### src/rtl/inst_fetch_arbiter_pkg.sv
`default_nettype none
// ============================================================================
// Package : inst_fetch_arbiter_pkg
// Purpose : Shared types and constants for the instruction-fetch arbiter:
//           request/response bundles, the in-flight fetch tag and the
//           default outstanding-request depth.
// Ports   : n/a (package)
// Rev     : 1.0  initial release
// ============================================================================
package inst_fetch_arbiter_pkg;

  localparam int FETCH_MAX_OUT = 4;
  localparam int FETCH_ADDR_W  = 32;
  localparam int FETCH_DATA_W  = 32;

  // Which fetch port issued a request.
  typedef enum logic {
    OWNER_INST1 = 1'b0,
    OWNER_INST2 = 1'b1
  } fetch_owner_e;

  typedef struct packed {
    logic                    valid;
    logic [FETCH_ADDR_W-1:0] addr;
  } fetch_req_t;

  typedef struct packed {
    logic                    valid;
    logic [FETCH_DATA_W-1:0] data;
  } fetch_resp_t;

  // One entry per in-flight fetch; kill marks a response to be discarded.
  typedef struct packed {
    fetch_owner_e owner;
    logic         kill;
  } fetch_tag_t;

endpackage : inst_fetch_arbiter_pkg
`default_nettype wire

### src/rtl/inst_fetch_arbiter_fetch_tag_fifo.sv
`default_nettype none
// ============================================================================
// Module  : fetch_tag_fifo
// Purpose : DEPTH-deep circular buffer of in-flight fetch tags, kept in
//           memory-request order, with a broadcast kill-all.
// Ports   : clk, rst        - clock, synchronous active-high reset
//           push, push_tag  - append a tag (ignored when full)
//           pop             - drop the head tag (ignored when empty)
//           kill_all        - set kill on every stored entry
//           head_tag        - current oldest entry
//           empty, full     - occupancy flags
// Rev     : 1.0  initial release
// ============================================================================
module fetch_tag_fifo
  import inst_fetch_arbiter_pkg::*;
#(
  parameter int DEPTH = FETCH_MAX_OUT
) (
  input  logic       clk,
  input  logic       rst,
  input  logic       push,
  input  fetch_tag_t push_tag,
  input  logic       pop,
  input  logic       kill_all,
  output fetch_tag_t head_tag,
  output logic       empty,
  output logic       full
);

  localparam int IDX_W = $clog2(DEPTH);
  localparam int PTR_W = IDX_W + 1;

  // Pointers carry one extra wrap bit so equal indices can be told apart
  // as either empty (same wrap) or full (opposite wrap).
  logic [PTR_W-1:0]       wr_ptr_q, wr_ptr_d;
  logic [PTR_W-1:0]       rd_ptr_q, rd_ptr_d;
  fetch_tag_t [DEPTH-1:0] slot_q, slot_d;

  logic w_do_push;
  logic w_do_pop;

  assign empty = (wr_ptr_q == rd_ptr_q);
  assign full  = (wr_ptr_q[IDX_W] != rd_ptr_q[IDX_W]) &&
                 (wr_ptr_q[IDX_W-1:0] == rd_ptr_q[IDX_W-1:0]);

  assign w_do_push = push & ~full;
  assign w_do_pop  = pop & ~empty;

  assign head_tag = slot_q[rd_ptr_q[IDX_W-1:0]];

  always_comb begin
    slot_d   = slot_q;
    wr_ptr_d = wr_ptr_q + PTR_W'(w_do_push);
    rd_ptr_d = rd_ptr_q + PTR_W'(w_do_pop);
    // Marking free slots too is harmless: a push overwrites the whole entry.
    if (kill_all) begin
      for (int i = 0; i < DEPTH; i++) begin
        slot_d[i].kill = 1'b1;
      end
    end
    if (w_do_push) begin
      slot_d[wr_ptr_q[IDX_W-1:0]] = push_tag;
    end
  end

  always_ff @(posedge clk) begin
    if (rst) begin
      wr_ptr_q <= '0;
      rd_ptr_q <= '0;
      slot_q   <= '0;
    end else begin
      wr_ptr_q <= wr_ptr_d;
      rd_ptr_q <= rd_ptr_d;
      slot_q   <= slot_d;
    end
  end

endmodule : fetch_tag_fifo
`default_nettype wire

### src/rtl/inst_fetch_arbiter.sv
`default_nettype none
// ============================================================================
// Module  : inst_fetch_arbiter
// Purpose : Shares one instruction-memory port between two fetch ports with
//           round-robin grants, up to MAX_OUT in-flight fetches, in-order
//           response steering and pipeline-flush kill of in-flight fetches.
// Ports   : SystemClock, rst            - clock, sync active-high reset
//           flush                       - kill in-flight fetches, no grant
//           instN_req_valid/addr/ready  - fetch request handshake, N = 1,2
//           instN_resp_valid/data       - registered one-cycle response
//           mem_req_valid/addr/ready    - memory request handshake
//           mem_resp_valid/data         - in-order memory response
//           err                         - sticky unexpected-response flag
// Rev     : 1.0  initial release
// ============================================================================
module inst_fetch_arbiter
  import inst_fetch_arbiter_pkg::*;
#(
  parameter int ADDR_W  = 32,
  parameter int DATA_W  = 32,
  parameter int MAX_OUT = FETCH_MAX_OUT
) (
  input  logic              SystemClock,
  input  logic              rst,
  input  logic              flush,
  input  logic              inst1_req_valid,
  input  logic [ADDR_W-1:0] inst1_req_addr,
  output logic              inst1_req_ready,
  input  logic              inst2_req_valid,
  input  logic [ADDR_W-1:0] inst2_req_addr,
  output logic              inst2_req_ready,
  output logic              inst1_resp_valid,
  output logic [DATA_W-1:0] inst1_resp_data,
  output logic              inst2_resp_valid,
  output logic [DATA_W-1:0] inst2_resp_data,
  output logic              mem_req_valid,
  output logic [ADDR_W-1:0] mem_req_addr,
  input  logic              mem_req_ready,
  input  logic              mem_resp_valid,
  input  logic [DATA_W-1:0] mem_resp_data,
  output logic              err
);

  fetch_owner_e      prio_q, prio_d;
  logic              err_q, err_d;
  logic              resp1_valid_q, resp1_valid_d;
  logic              resp2_valid_q, resp2_valid_d;
  logic [DATA_W-1:0] resp1_data_q, resp1_data_d;
  logic [DATA_W-1:0] resp2_data_q, resp2_data_d;

  logic       w_grant1, w_grant2;
  logic       w_xfer;
  logic       w_pop;
  logic       w_deliver;
  logic       w_empty, w_full;
  fetch_tag_t w_head;
  fetch_tag_t w_push_tag;

  // Port 2 wins only when alone or when it holds priority.
  assign w_grant2 = inst2_req_valid & (~inst1_req_valid | (prio_q == OWNER_INST2));
  assign w_grant1 = inst1_req_valid & ~w_grant2;

  // full is the pre-update occupancy, so a same-cycle pop never frees a slot.
  assign mem_req_valid = (inst1_req_valid | inst2_req_valid) & ~w_full & ~flush & ~rst;
  assign mem_req_addr  = w_grant1 ? inst1_req_addr :
                         w_grant2 ? inst2_req_addr : '0;

  assign w_xfer          = mem_req_valid & mem_req_ready;
  assign inst1_req_ready = w_grant1 & w_xfer;
  assign inst2_req_ready = w_grant2 & w_xfer;

  assign w_push_tag.owner = w_grant2 ? OWNER_INST2 : OWNER_INST1;
  assign w_push_tag.kill  = 1'b0;

  // A flush in the pop cycle kills that head as well, hence the extra term.
  assign w_pop     = mem_resp_valid & ~w_empty;
  assign w_deliver = w_pop & ~w_head.kill & ~flush;

  fetch_tag_fifo #(
    .DEPTH (MAX_OUT)
  ) u_tag_fifo (
    .clk      (SystemClock),
    .rst      (rst),
    .push     (w_xfer),
    .push_tag (w_push_tag),
    .pop      (w_pop),
    .kill_all (flush),
    .head_tag (w_head),
    .empty    (w_empty),
    .full     (w_full)
  );

  always_comb begin
    prio_d        = prio_q;
    err_d         = err_q | (mem_resp_valid & w_empty);
    resp1_valid_d = 1'b0;
    resp2_valid_d = 1'b0;
    resp1_data_d  = resp1_data_q;
    resp2_data_d  = resp2_data_q;
    // Priority moves only on a completed transfer, so stalls keep it put.
    if (w_xfer) begin
      prio_d = w_grant1 ? OWNER_INST2 : OWNER_INST1;
    end
    if (w_deliver) begin
      if (w_head.owner == OWNER_INST2) begin
        resp2_valid_d = 1'b1;
        resp2_data_d  = mem_resp_data;
      end else begin
        resp1_valid_d = 1'b1;
        resp1_data_d  = mem_resp_data;
      end
    end
  end

  always_ff @(posedge SystemClock) begin
    if (rst) begin
      prio_q        <= OWNER_INST1;
      err_q         <= 1'b0;
      resp1_valid_q <= 1'b0;
      resp2_valid_q <= 1'b0;
      resp1_data_q  <= '0;
      resp2_data_q  <= '0;
    end else begin
      prio_q        <= prio_d;
      err_q         <= err_d;
      resp1_valid_q <= resp1_valid_d;
      resp2_valid_q <= resp2_valid_d;
      resp1_data_q  <= resp1_data_d;
      resp2_data_q  <= resp2_data_d;
    end
  end

  assign inst1_resp_valid = resp1_valid_q;
  assign inst2_resp_valid = resp2_valid_q;
  assign inst1_resp_data  = resp1_data_q;
  assign inst2_resp_data  = resp2_data_q;
  assign err              = err_q;

endmodule : inst_fetch_arbiter
`default_nettype wire

### config.mk
export PLATFORM = sky130hd
export DESIGN_NAME = inst_fetch_arbiter
export DESIGN_NICKNAME = d
export VERILOG_FILES = /design/src/rtl/inst_fetch_arbiter_pkg.sv /design/src/rtl/inst_fetch_arbiter_fetch_tag_fifo.sv /design/src/rtl/inst_fetch_arbiter.sv
export SDC_FILE = /design/constraint.sdc
export NUM_CORES = 1
export LEC_CHECK = 0
export ABC_AREA = 1
export CAP_MARGIN = 0
export CELL_PAD_IN_SITES_DETAIL_PLACEMENT = 0
export CELL_PAD_IN_SITES_GLOBAL_PLACEMENT = 1
export CORE_MARGIN = 4
export CORE_UTILIZATION = 28
export CTS_CLUSTER_DIAMETER = 80
export CTS_CLUSTER_SIZE = 40
export DETAILED_ROUTE_END_ITERATION = 8
export GPL_TIMING_DRIVEN = 0
export PLACE_DENSITY_LB_ADDON = 0.1
export SLEW_MARGIN = 25
export SYNTH_ARGS = -nofsm -noshare
export SYNTH_HDL_FRONTEND = slang
export SYNTH_HIERARCHICAL = 1
export SYNTH_SLANG_ARGS = --single-unit
### constraint.sdc
create_clock -name SystemClock -period 3.35 [get_ports SystemClock]
set_input_delay 0.5025 -clock SystemClock [delete_from_list [all_inputs] [get_ports SystemClock]]
set_output_delay 0.5025 -clock SystemClock [all_outputs]
set_load 0.1 [all_outputs]
Word-level counts from Yosys, hierarchy flattened
Index checks and enable logic that the tools add are counted.

Reductions and logical operators: 5. Add/sub/neg operators: 2. Muxes and demuxes: 16. Magnitude comparators: 3. Bitwise logic cells: 26. Eq/ne operators: 3.

Operators by type and width (count): $mux W32 (2); $and A1 B1 Y1 (14); $not A1 Y1 (9); $bwmux W8 (1); $mux W1 (8); $mux W7 (1); $add A3 B1 Y3 (2); $lt A2 B3 Y1 const B (2); $bmux W2 S2 (1); $demux W2 S2 (1); $mux W2 (2); $reduce_and A2 Y1 (2); $eq A3 B3 Y1 (1); $or A1 B1 Y1 (3); $eq A2 B2 Y1 (1); $ge A2 B1 Y1 const B (1); $logic_and A1 B1 Y1 (2); $reduce_or A2 Y1 (1); $ne A1 B1 Y1 (1).

Bits of input ports: 103. Word-level logic and storage cells: 71. Output and inout port bits: 102. Bits in registers: 82.

Depth between registers and ports, before layout
Gate-level depths: netlist (run 1).

Word-level depth: 9. Mapped depth: 15. Gate-level depth less buffers: 14.

Modules after synthesis
The synthesis (run 1) kept the hierarchy.

Modules (own cells, without submodules): inst_fetch_arbiter (sequential area each 1361.3 sq um, cells an instance 411, area an instance 2990.4 sq um, instances 1); fetch_tag_fifo (sequential area each 280.3 sq um, cells an instance 127, area an instance 837.1 sq um, instances 1).

Least setup slack after synthesis (run 1)
OpenSTA, ideal clock, no wires.

Kind: reg2out. From: reg u_tag_fifo.rd_ptr_q[0]. To: out inst1_req_ready. Slack: -369 ps. Path buffers: 1. Arrival: 3216 ps. Data required time: 2847 ps. Cell stages (with the launch flop): 12. Path through: dfxtp_1 > inv_2 > nand2_2 > nand2_2 > nand3_2 > buf_6 > inv_1 > nor2_1 > nand2_1 > nor2_1 > nand3_1 > inv_1.

Cells in the longest elaborated chain, start to end: 8.

RTL lines: start: declaration (RTL line inst_fetch_arbiter_fetch_tag_fifo.sv:36) `logic [PTR_W-1:0] rd_ptr_q, rd_ptr_d;`; start signal: assignment (RTL line inst_fetch_arbiter_fetch_tag_fifo.sv:73) `rd_ptr_q <= rd_ptr_d;`; $eq A2 B2 Y1 (RTL line inst_fetch_arbiter_fetch_tag_fifo.sv:44) `(wr_ptr_q[IDX_W-1:0] == rd_ptr_q[IDX_W-1:0]);`; $logic_and A1 B1 Y1 (RTL line inst_fetch_arbiter_fetch_tag_fifo.sv:43) `assign full = (wr_ptr_q[IDX_W] != rd_ptr_q[IDX_W]) &&`; net w_full (RTL line inst_fetch_arbiter.sv:55) `logic w_empty, w_full;`; $not A1 Y1 (RTL line inst_fetch_arbiter.sv:64) `assign mem_req_valid = (inst1_req_valid | inst2_req_valid) & ~w_full & ~flush & ~rst;`; $and A1 B1 Y1 (3 in series) (RTL line inst_fetch_arbiter.sv:64); net mem_req_valid (RTL line inst_fetch_arbiter.sv:36) `output logic mem_req_valid,`; $and A1 B1 Y1 (RTL line inst_fetch_arbiter.sv:68) `assign w_xfer = mem_req_valid & mem_req_ready;`; $and A1 B1 Y1 (RTL line inst_fetch_arbiter.sv:69) `assign inst1_req_ready = w_grant1 & w_xfer;`; end: declaration (RTL line inst_fetch_arbiter.sv:28) `output logic inst1_req_ready,`.

The timed path passes the listed nets, and every way through them passes these cells.

Worst setup path after layout (run 1)
From: in inst1_req_valid. To: out mem_req_addr[19].

Cells in the longest elaborated chain, start to end: 6. Elaborated cells on any way between the ends: 7. Classes of those cells: mux: 2; bitwise: 5.

RTL lines: start: declaration (RTL line inst_fetch_arbiter.sv:26) `input logic inst1_req_valid,`; $not A1 Y1 (RTL line inst_fetch_arbiter.sv:60) `assign w_grant2 = inst2_req_valid & (~inst1_req_valid | (prio_q == OWNER_INST2));`; $or A1 B1 Y1 (RTL line inst_fetch_arbiter.sv:60); $and A1 B1 Y1 (RTL line inst_fetch_arbiter.sv:60); $not A1 Y1 (RTL line inst_fetch_arbiter.sv:61) `assign w_grant1 = inst1_req_valid & ~w_grant2;`; $and A1 B1 Y1 (RTL line inst_fetch_arbiter.sv:61); $mux W32 * (RTL line inst_fetch_arbiter.sv:65) `assign mem_req_addr = w_grant1 ? inst1_req_addr :`; end: declaration (RTL line inst_fetch_arbiter.sv:37) `output logic [ADDR_W-1:0] mem_req_addr,`.

Every way passes the cells marked *; elsewhere a longest branch is shown, timed or not.

==> results of run 1 <==
layer usage:
layer  up-vias  share of wire (%)  GRT usage [%]
met5         -                  0              0
met4         0               0.77           3.44
met2       142                 49           30.5
met1      1757                 42           19.3
met3         8                8.2           6.99
li1       2107                  -              -
cell families (layout without fill, tap and decap cells):
family,count (synthesis),in the layout
other,1,1
XOR/XNOR,3,3
buffers and inverters,130,350
AND/OR/NAND/NOR,202,202
adder cells (fa/ha/maj),4,4
AO/OA/AOI/OAI,116,116
flip-flops,82,82
power by group:
part           internal, uW  leakage (uW)  switching [uW]
combinational           204       0.00203             430
clock                   518      0.000131             390
sequential              990      0.000663            8.64
per-stage QoR:
stage | std cells | setup slack [ps] | instance area [sq um] | utilization, %
3_5_place_dp | 918 | -267 | 6090 | 45.8
3_3_place_gp | 918 | -251 | 6090 | 45.8
5_1_grt | 934 | 50.0 | 6310 | 47.5
6_report | 934 | 190 | 6310 | 47.5
4_1_cts | 934 | 11.0 | 6320 | 47.5
2_1_floorplan | 538 | 159 | 3830 | -
final timing paths:
check | start | end | slack [ps] | cells past startpoint
max | inst1_req_valid | mem_req_addr[19] | 190 | 6
min | inst2_resp_data[6]$_SDFFE_PP0P_ | inst2_resp_data[6]$_SDFFE_PP0P_ | 440 | 2
max reg2reg | u_tag_fifo/rd_ptr_q[0]$_SDFF_PP0_ | u_tag_fifo/wr_ptr_q[2]$_SDFF_PP0_ | 1010 | 15
min reg2reg | inst2_resp_data[6]$_SDFFE_PP0P_ | inst2_resp_data[6]$_SDFFE_PP0P_ | 440 | 2
worst max-delay path, stage by stage:
cell,delay (ps)
clkdlybuf4s50_1,460
inv_1,60
a21oi_2,270
buf_2,290
a22o_1,160
dlygate4sd2_1,900
registers in the layout, indices dropped and copies added (netlist names):
register             count
err                      1
inst2_resp_data         32
u_tag_fifo/slot_q        8
u_tag_fifo/wr_ptr_q      3
u_tag_fifo/rd_ptr_q      3
inst2_resp_valid         1
inst1_resp_data         32
inst1_resp_valid         1
prio_q                   1
Yosys cell counts, types with 3 or more instances:
cell type,instances,area share [%]
a22o_1,32,7.3
a21oi_1,41,5.4
nand2_1,94,9.2
buf_6,9,2.6
dfxtp_1,82,43
o21ai_1,21,2.7
xnor2_1,3,0.69
or2_2,4,0.65
clkbuf_1,6,0.59
nand3_1,9,1.2
inv_1,98,9.6
o21ai_0,20,2.6
nor2_1,84,8.2
ha_1,4,1.3
buf_2,12,1.6
nand4_1,5,0.82
cell usage in the layout (no fill, tap or decap), drive strengths merged:
master	instances
xnor2	3
clkbuf	20
clkdlybuf4s50	170
clkinvlp	2
a22o	32
ha	4
nand2	96
nand4	5
nand3b	1
dfxtp	82
or2	4
buf	24
conb	1
a21oi	42
inv	100
o22ai	1
clkinv	3
nor2	85
nand3	11
o21ai	41
dlygate4sd2	31
area by class of cell:
class / instances / area [sq um]
repair buffers: 204 / 1990
clock buffers: 11 / 243
fillers: 1391 / 6980
clock inverters: 5 / 30.0
plain buffers: 30 / 204
well taps: 176 / 220
inverters: 100 / 375
multi-input cells: 326 / 1610
flip-flops and latches: 82 / 1640
what timing repair did:
item	4_1_cts	5_1_grt
buffers inserted	0	0
resized for setup	33	4
setup endpoints to repair	33	2
pin swaps	0	0
==> results.json, run 1 <==
{
  "grt_pass1_vias": 4024,
  "synthMuxAreaShare_pct": 0,
  "slew_viol_final": 0,
  "cts_sinks": 82,
  "dp_hpwl_um": 10700,
  "io_buffers": 204,
  "nets": 860,
  "antenna_cells": 0,
  "holdWs_ps": 444,
  "yosys_warnings": 6,
  "synthArstFlopShare_pct": 0,
  "cts-htree-levels": 3,
  "die_y_um": 125,
  "clock_latency_ps": 330,
  "track_usage_pct": 17.1,
  "yosys.area_share.adder_pct": 1.31,
  "timing.slew.headroom_pct": 30.8,
  "cp.required_ps": 2850,
  "synth_top_flop_cell": "dfxtp_1",
  "yosysSeqAreaShare_pct": 42.9,
  "synth-simple-area-share_pct": 21.4,
  "routed_wl_um": 13600,
  "gp_congestion": 0.919,
  "ir_worst_vdd_mv": 0.207,
  "pin_count": 205,
  "synth_cells": 538,
  "critPathKind": "in -> out",
  "endpoint_kind": "output pin",
  "fin_crit_sh_pct": 94.3,
  "p_per_area_mw_per_mm2": 403,
  "power_leakage_uw": 0.00283,
  "grt-ovfl-total": 0,
  "synth_cell_type_count": 26,
  "start_util_pct": 28.8,
  "hold_path.class": "reg -> reg",
  "drtIter0Drc": 65,
  "drive_gt1_share_pct": 7.26,
  "wl_per_cell_um": 14.5,
  "num_vias": 4014,
  "synth_fp_nets": 645,
  "hold_buffers": 0,
  "setup-violations-final": 0,
  "hold_viol_final": 0,
  "grt_max_degree": 14,
  "tritoncts": "built",
  "rsz0062_at_grt": "false",
  "core_sq_mm": 0.0133,
  "antenna_found_initial": 0,
  "worstMarginPinSlew_ps": 1040,
  "timing.fmax_ghz": 0.316,
  "finalCriticalPeriod_ps": 3160,
  "drc": 0,
  "crit_fanout": 10,
  "antenna_left": 0,
  "grt_pass1_wl_um": 21600,
  "die-area_sq_mm": 0.0156,
  "dr.pass1.iters": 4,
  "area_growth_pct": 64.9,
  "rows": 42,
  "synth_area_sq_mm": 0.00383,
  "synth-compound-area-share_pct": 18.4,
  "clk_pin_slew_ps": 60,
  "arrival_ps": 2660,
  "die_x_um": 125,
  "syn_avg_cell_area_sq_um": 7.11,
  "synth_xor_area_share_pct": 0.686,
  "p_total_uw": 2540,
  "clockRootBuffer": "clkbuf_16",
  "crit_path_start_kind": "input port",
  "synth_edf_count": 0,
  "ys_ff_latch": 82,
  "cap_violations": 0,
  "viasPerCell": 4.30,
  "fin_tns_setup_ps": 0,
  "fin_skew_ps": 4.26,
  "cts_buffers": 9,
  "outcome": "finished, final reports clean",
  "cts_max_path_buffers": 2,
  "synth_top_family_by_area": "simple AND/OR/NAND/NOR gates"
}
Power figures use the tool's default switching activity.
==> inputs of run 2 (changes only) <==
--- a/config.mk
+++ b/config.mk
@@ -6,6 +6,7 @@
 export NUM_CORES = 1
 export LEC_CHECK = 0
 export ABC_AREA = 1
+export ABC_CLOCK_PERIOD_IN_PS = 3350
 export CAP_MARGIN = 0
 export CELL_PAD_IN_SITES_DETAIL_PLACEMENT = 0
 export CELL_PAD_IN_SITES_GLOBAL_PLACEMENT = 1
==> results of run 2 <==
No change in the layout: final DEF, timing and power equal those of run 1.
==> inputs of run 3 (changes only) <==
--- a/config.mk
+++ b/config.mk
@@ -11,7 +11,7 @@
 export CELL_PAD_IN_SITES_DETAIL_PLACEMENT = 0
 export CELL_PAD_IN_SITES_GLOBAL_PLACEMENT = 1
 export CORE_MARGIN = 4
-export CORE_UTILIZATION = 28
+export CORE_UTILIZATION = 29
 export CTS_CLUSTER_DIAMETER = 80
 export CTS_CLUSTER_SIZE = 40
 export DETAILED_ROUTE_END_ITERATION = 8
@@ -20,5 +20,4 @@
 export SLEW_MARGIN = 25
 export SYNTH_ARGS = -nofsm -noshare
 export SYNTH_HDL_FRONTEND = slang
-export SYNTH_HIERARCHICAL = 1
 export SYNTH_SLANG_ARGS = --single-unit
==> run 3 against run 2 <==
  * Die area is 0.69% lower
  * Maximum frequency fell by 1.1%
  * Worst setup slack got worse by 35 ps
  * Sequential cell count did not move
  * Critical path type unchanged
==> results.json, run 3 <==
{
  "routed_wl_um": 14300,
  "fin_crit_sh_pct": 95.4,
  "rsz0062_at_grt": "false",
  "setup_slack_ps": 154,
  "synth_cells": 552,
  "antenna_cells": 0,
  "cap_violations": 0,
  "final_common_cell": "clkdlybuf4s50_1",
  "tritoncts": "built",
  "cts_max_path_buffers": 2,
  "fill_cells": 1341,
  "die-area_sq_mm": 0.0155,
  "ir_worst_vdd_mv": 0.208,
  "start_util_pct": 29.7,
  "cts-htree-levels": 3,
  "grt_max_degree": 15,
  "timing.fmax_ghz": 0.313,
  "holdWs_ps": 451,
  "slew_viol_final": 0,
  "drive_gt1_share_pct": 11.0,
  "num_vias": 4411,
  "cts_sinks": 82,
  "final_cell_mix": "clkdlybuf4s50_1 (169), nand2_1 (88), nor2_1 (84)",
  "area_growth_pct": 66.8,
  "r2r-start": "u_tag_fifo.rd_ptr_q[0]$_SDFF_PP0_",
  "synthArstFlopShare_pct": 0,
  "reg2reg_slack_ps": 1460,
  "track_usage_pct": 17.7,
  "crit_fanout": 10,
  "arrival_ps": 2690,
  "grt_pass1_wl_um": 22200,
  "synth_area_sq_mm": 0.00394,
  "power_leakage_uw": 0.00279,
  "dr.pass1.iters": 5,
  "setup-violations-final": 0,
  "reg2reg_to": "u_tag_fifo.wr_ptr_q[2]$_SDFF_PP0_",
  "die_y_um": 124,
  "antenna_found_initial": 0,
  "grt_pass1_vias": 4435,
  "dp_slack_ps": -565,
  "core_sq_mm": 0.0132,
  "crit_start": "inst1_req_valid",
  "finalCriticalPeriod_ps": 3200,
  "rows": 42,
  "clk_pin_slew_ps": 60,
  "antenna_left": 0,
  "drc": 0,
  "cp.required_ps": 2850,
  "yosysSeqAreaShare_pct": 41.7,
  "dp_hpwl_um": 11500,
  "crit_path_start_kind": "input port",
  "yosys_warnings": 0,
  "grt-ovfl-total": 0,
  "synth_edf_count": 0,
  "clock_latency_ps": 330,
  "worstMarginPinSlew_ps": 1020,
  "ff2ff_path_depth": 8,
  "ys_ff_latch": 82,
  "nets": 874,
  "die_x_um": 124,
  "yosysTopAreaCell": "dfxtp_1",
  "synth_top_flop_cell": "dfxtp_1",
  "pin_count": 205,
  "yosys-top-cells-area": "dfxtp_1 (42%), a21oi_1 (8.6%), nand3_1 (8.6%)",
  "synth_fp_nets": 659,
  "critPathKind": "in -> out",
  "clockRootBuffer": "clkbuf_16",
  "postCtsSetupBuffers": 0,
  "cts_buffers": 9,
  "synth_cell_type_count": 25,
  "netlist_top_cells_count": "nand2_1 (88), nor2_1 (84), dfxtp_1 (82), a21oi_1 (68), nand3_1 (68)",
  "endpoint": "mem_req_addr[13]",
  "syn_avg_cell_area_sq_um": 7.13,
  "synth.most_common_cell": "nand2_1",
  "hold_viol_final": 0,
  "wl_per_cell_um": 15.1,
  "viasPerCell": 4.65,
  "io_buffers": 204,
  "fin_skew_ps": 5.57,
  "endpoint_kind": "output pin",
  "gp_congestion": 0.837,
  "yosys.area.top_type_share_pct": 41.7,
  "hold_path.class": "reg -> reg",
  "p_per_area_mw_per_mm2": 459,
  "drtIter0Drc": 195,
  "outcome": "finished, final reports clean",
  "timing.slew.headroom_pct": 31.6
}
-- run 3: cell count changes after synthesis, sizes merged, moves of 2 or more --
| cell | previous run | this run |
|---|---|---|
| nand3 | 11 | 68 |
| a21oi | 42 | 68 |
| nand2 | 96 | 89 |
| o211ai | 0 | 4 |
| inv | 100 | 61 |
| clkbuf | 7 | 11 |
| buf | 23 | 32 |
| nor4 | 0 | 2 |
| o21ai | 41 | 2 |
| or2 | 4 | 0 |
-- run 3: metrics by stage --
stage / utilization [%] / area, sq um / setup TNS [ps] / instances / total power, uW
finish: 49.6 / 6560 / 0 / 948 / 3010
global route: 49.6 / 6560 / 0 / 948 / 3130
CTS: 49.5 / 6560 / 0 / 948 / 3040
detailed placement: 46.8 / 6200 / -15600 / 932 / 1960
global placement: 46.8 / 6200 / -15470 / 932 / 1960
floorplan: - / 3940 / 0 / 552 / 1660
-- run 3: how the worst min path moves through the flow --
| stage | from | endpoint | slack, ps | depth (start not counted) |
|---|---|---|---|---|
| 2_1_floorplan | prio_q$_SDFFE_PP0P_ | prio_q$_SDFFE_PP0P_ | 440 | 2 |
| 3_3_place_gp | err$_SDFF_PP0_ | err$_SDFF_PP0_ | 440 | 2 |
| 3_5_place_dp | err$_SDFF_PP0_ | err$_SDFF_PP0_ | 450 | 2 |
| 4_1_cts | err$_SDFF_PP0_ | err$_SDFF_PP0_ | 460 | 2 |
| 5_1_grt | err$_SDFF_PP0_ | err$_SDFF_PP0_ | 470 | 2 |
| 6_report | err$_SDFF_PP0_ | err$_SDFF_PP0_ | 450 | 2 |
-- run 3: cell families (layout without fill, tap and decap cells) --
logic type	after synthesis	count (layout)	synth area share (%)
simple gates	252	252	27.0
compound gates	107	107	17.0
buf+inv	104	324	12.4
flops	82	82	41.7
fa+ha+maj	4	4	1.27
xor+xnor	3	3	0.668
-- run 3: layout make-up --
| cell class | instances | area [sq um] | share of cell area, % |
|---|---|---|---|
| Sequential cell | 82 | 1640 | 25.0 |
| Clock buffer | 10 | 239 | 3.64 |
| Inverter | 61 | 229 | 3.49 |
| Buffer | 43 | 265 | 4.04 |
| Tap cell | 176 | 220 | 3.36 |
| Clock inverter | 6 | 88.8 | 1.35 |
| Multi-Input combinational cell | 366 | 1810 | 27.6 |
| Timing Repair Buffer | 204 | 2070 | 31.5 |
-- run 3: worst max-delay path, stage by stage --
cell	delay, ps
clkdlybuf4s50_1	430
inv_1	80
o21a_1	130
clkbuf_1	370
clkbuf_1	390
a22o_1	220
clkdlybuf4s15_2	560
-- run 3: power by group --
group          leakage (uW)  switching, uW  internal (uW)  total [uW]
clock network      0.000155            405            674        1080
registers          0.000663           18.3           1000        1020
logic               0.00197            634            275         909
total               0.00279           1060           1950        3010
-- run 3: what timing repair did --
| action | in CTS | in global routing |
|---|---|---|
| gates resized for setup | 97 | 16 |
| hold buffers | 0 | 0 |
| gates cloned | 0 | 0 |
| setup endpoints to repair | 35 | 33 |
-- run 3: layer usage --
metal | up-vias | GRT usage, % | routed length [um] | share of wire (%)
met5 | - | 0 | 0 | 0
met2 | 121 | 30.2 | 7010 | 49
met1 | 2034 | 21.3 | 6190 | 43
li1 | 2243 | - | - | -
met4 | 0 | 5.09 | 159 | 1.1
met3 | 13 | 5.75 | 913 | 6.4
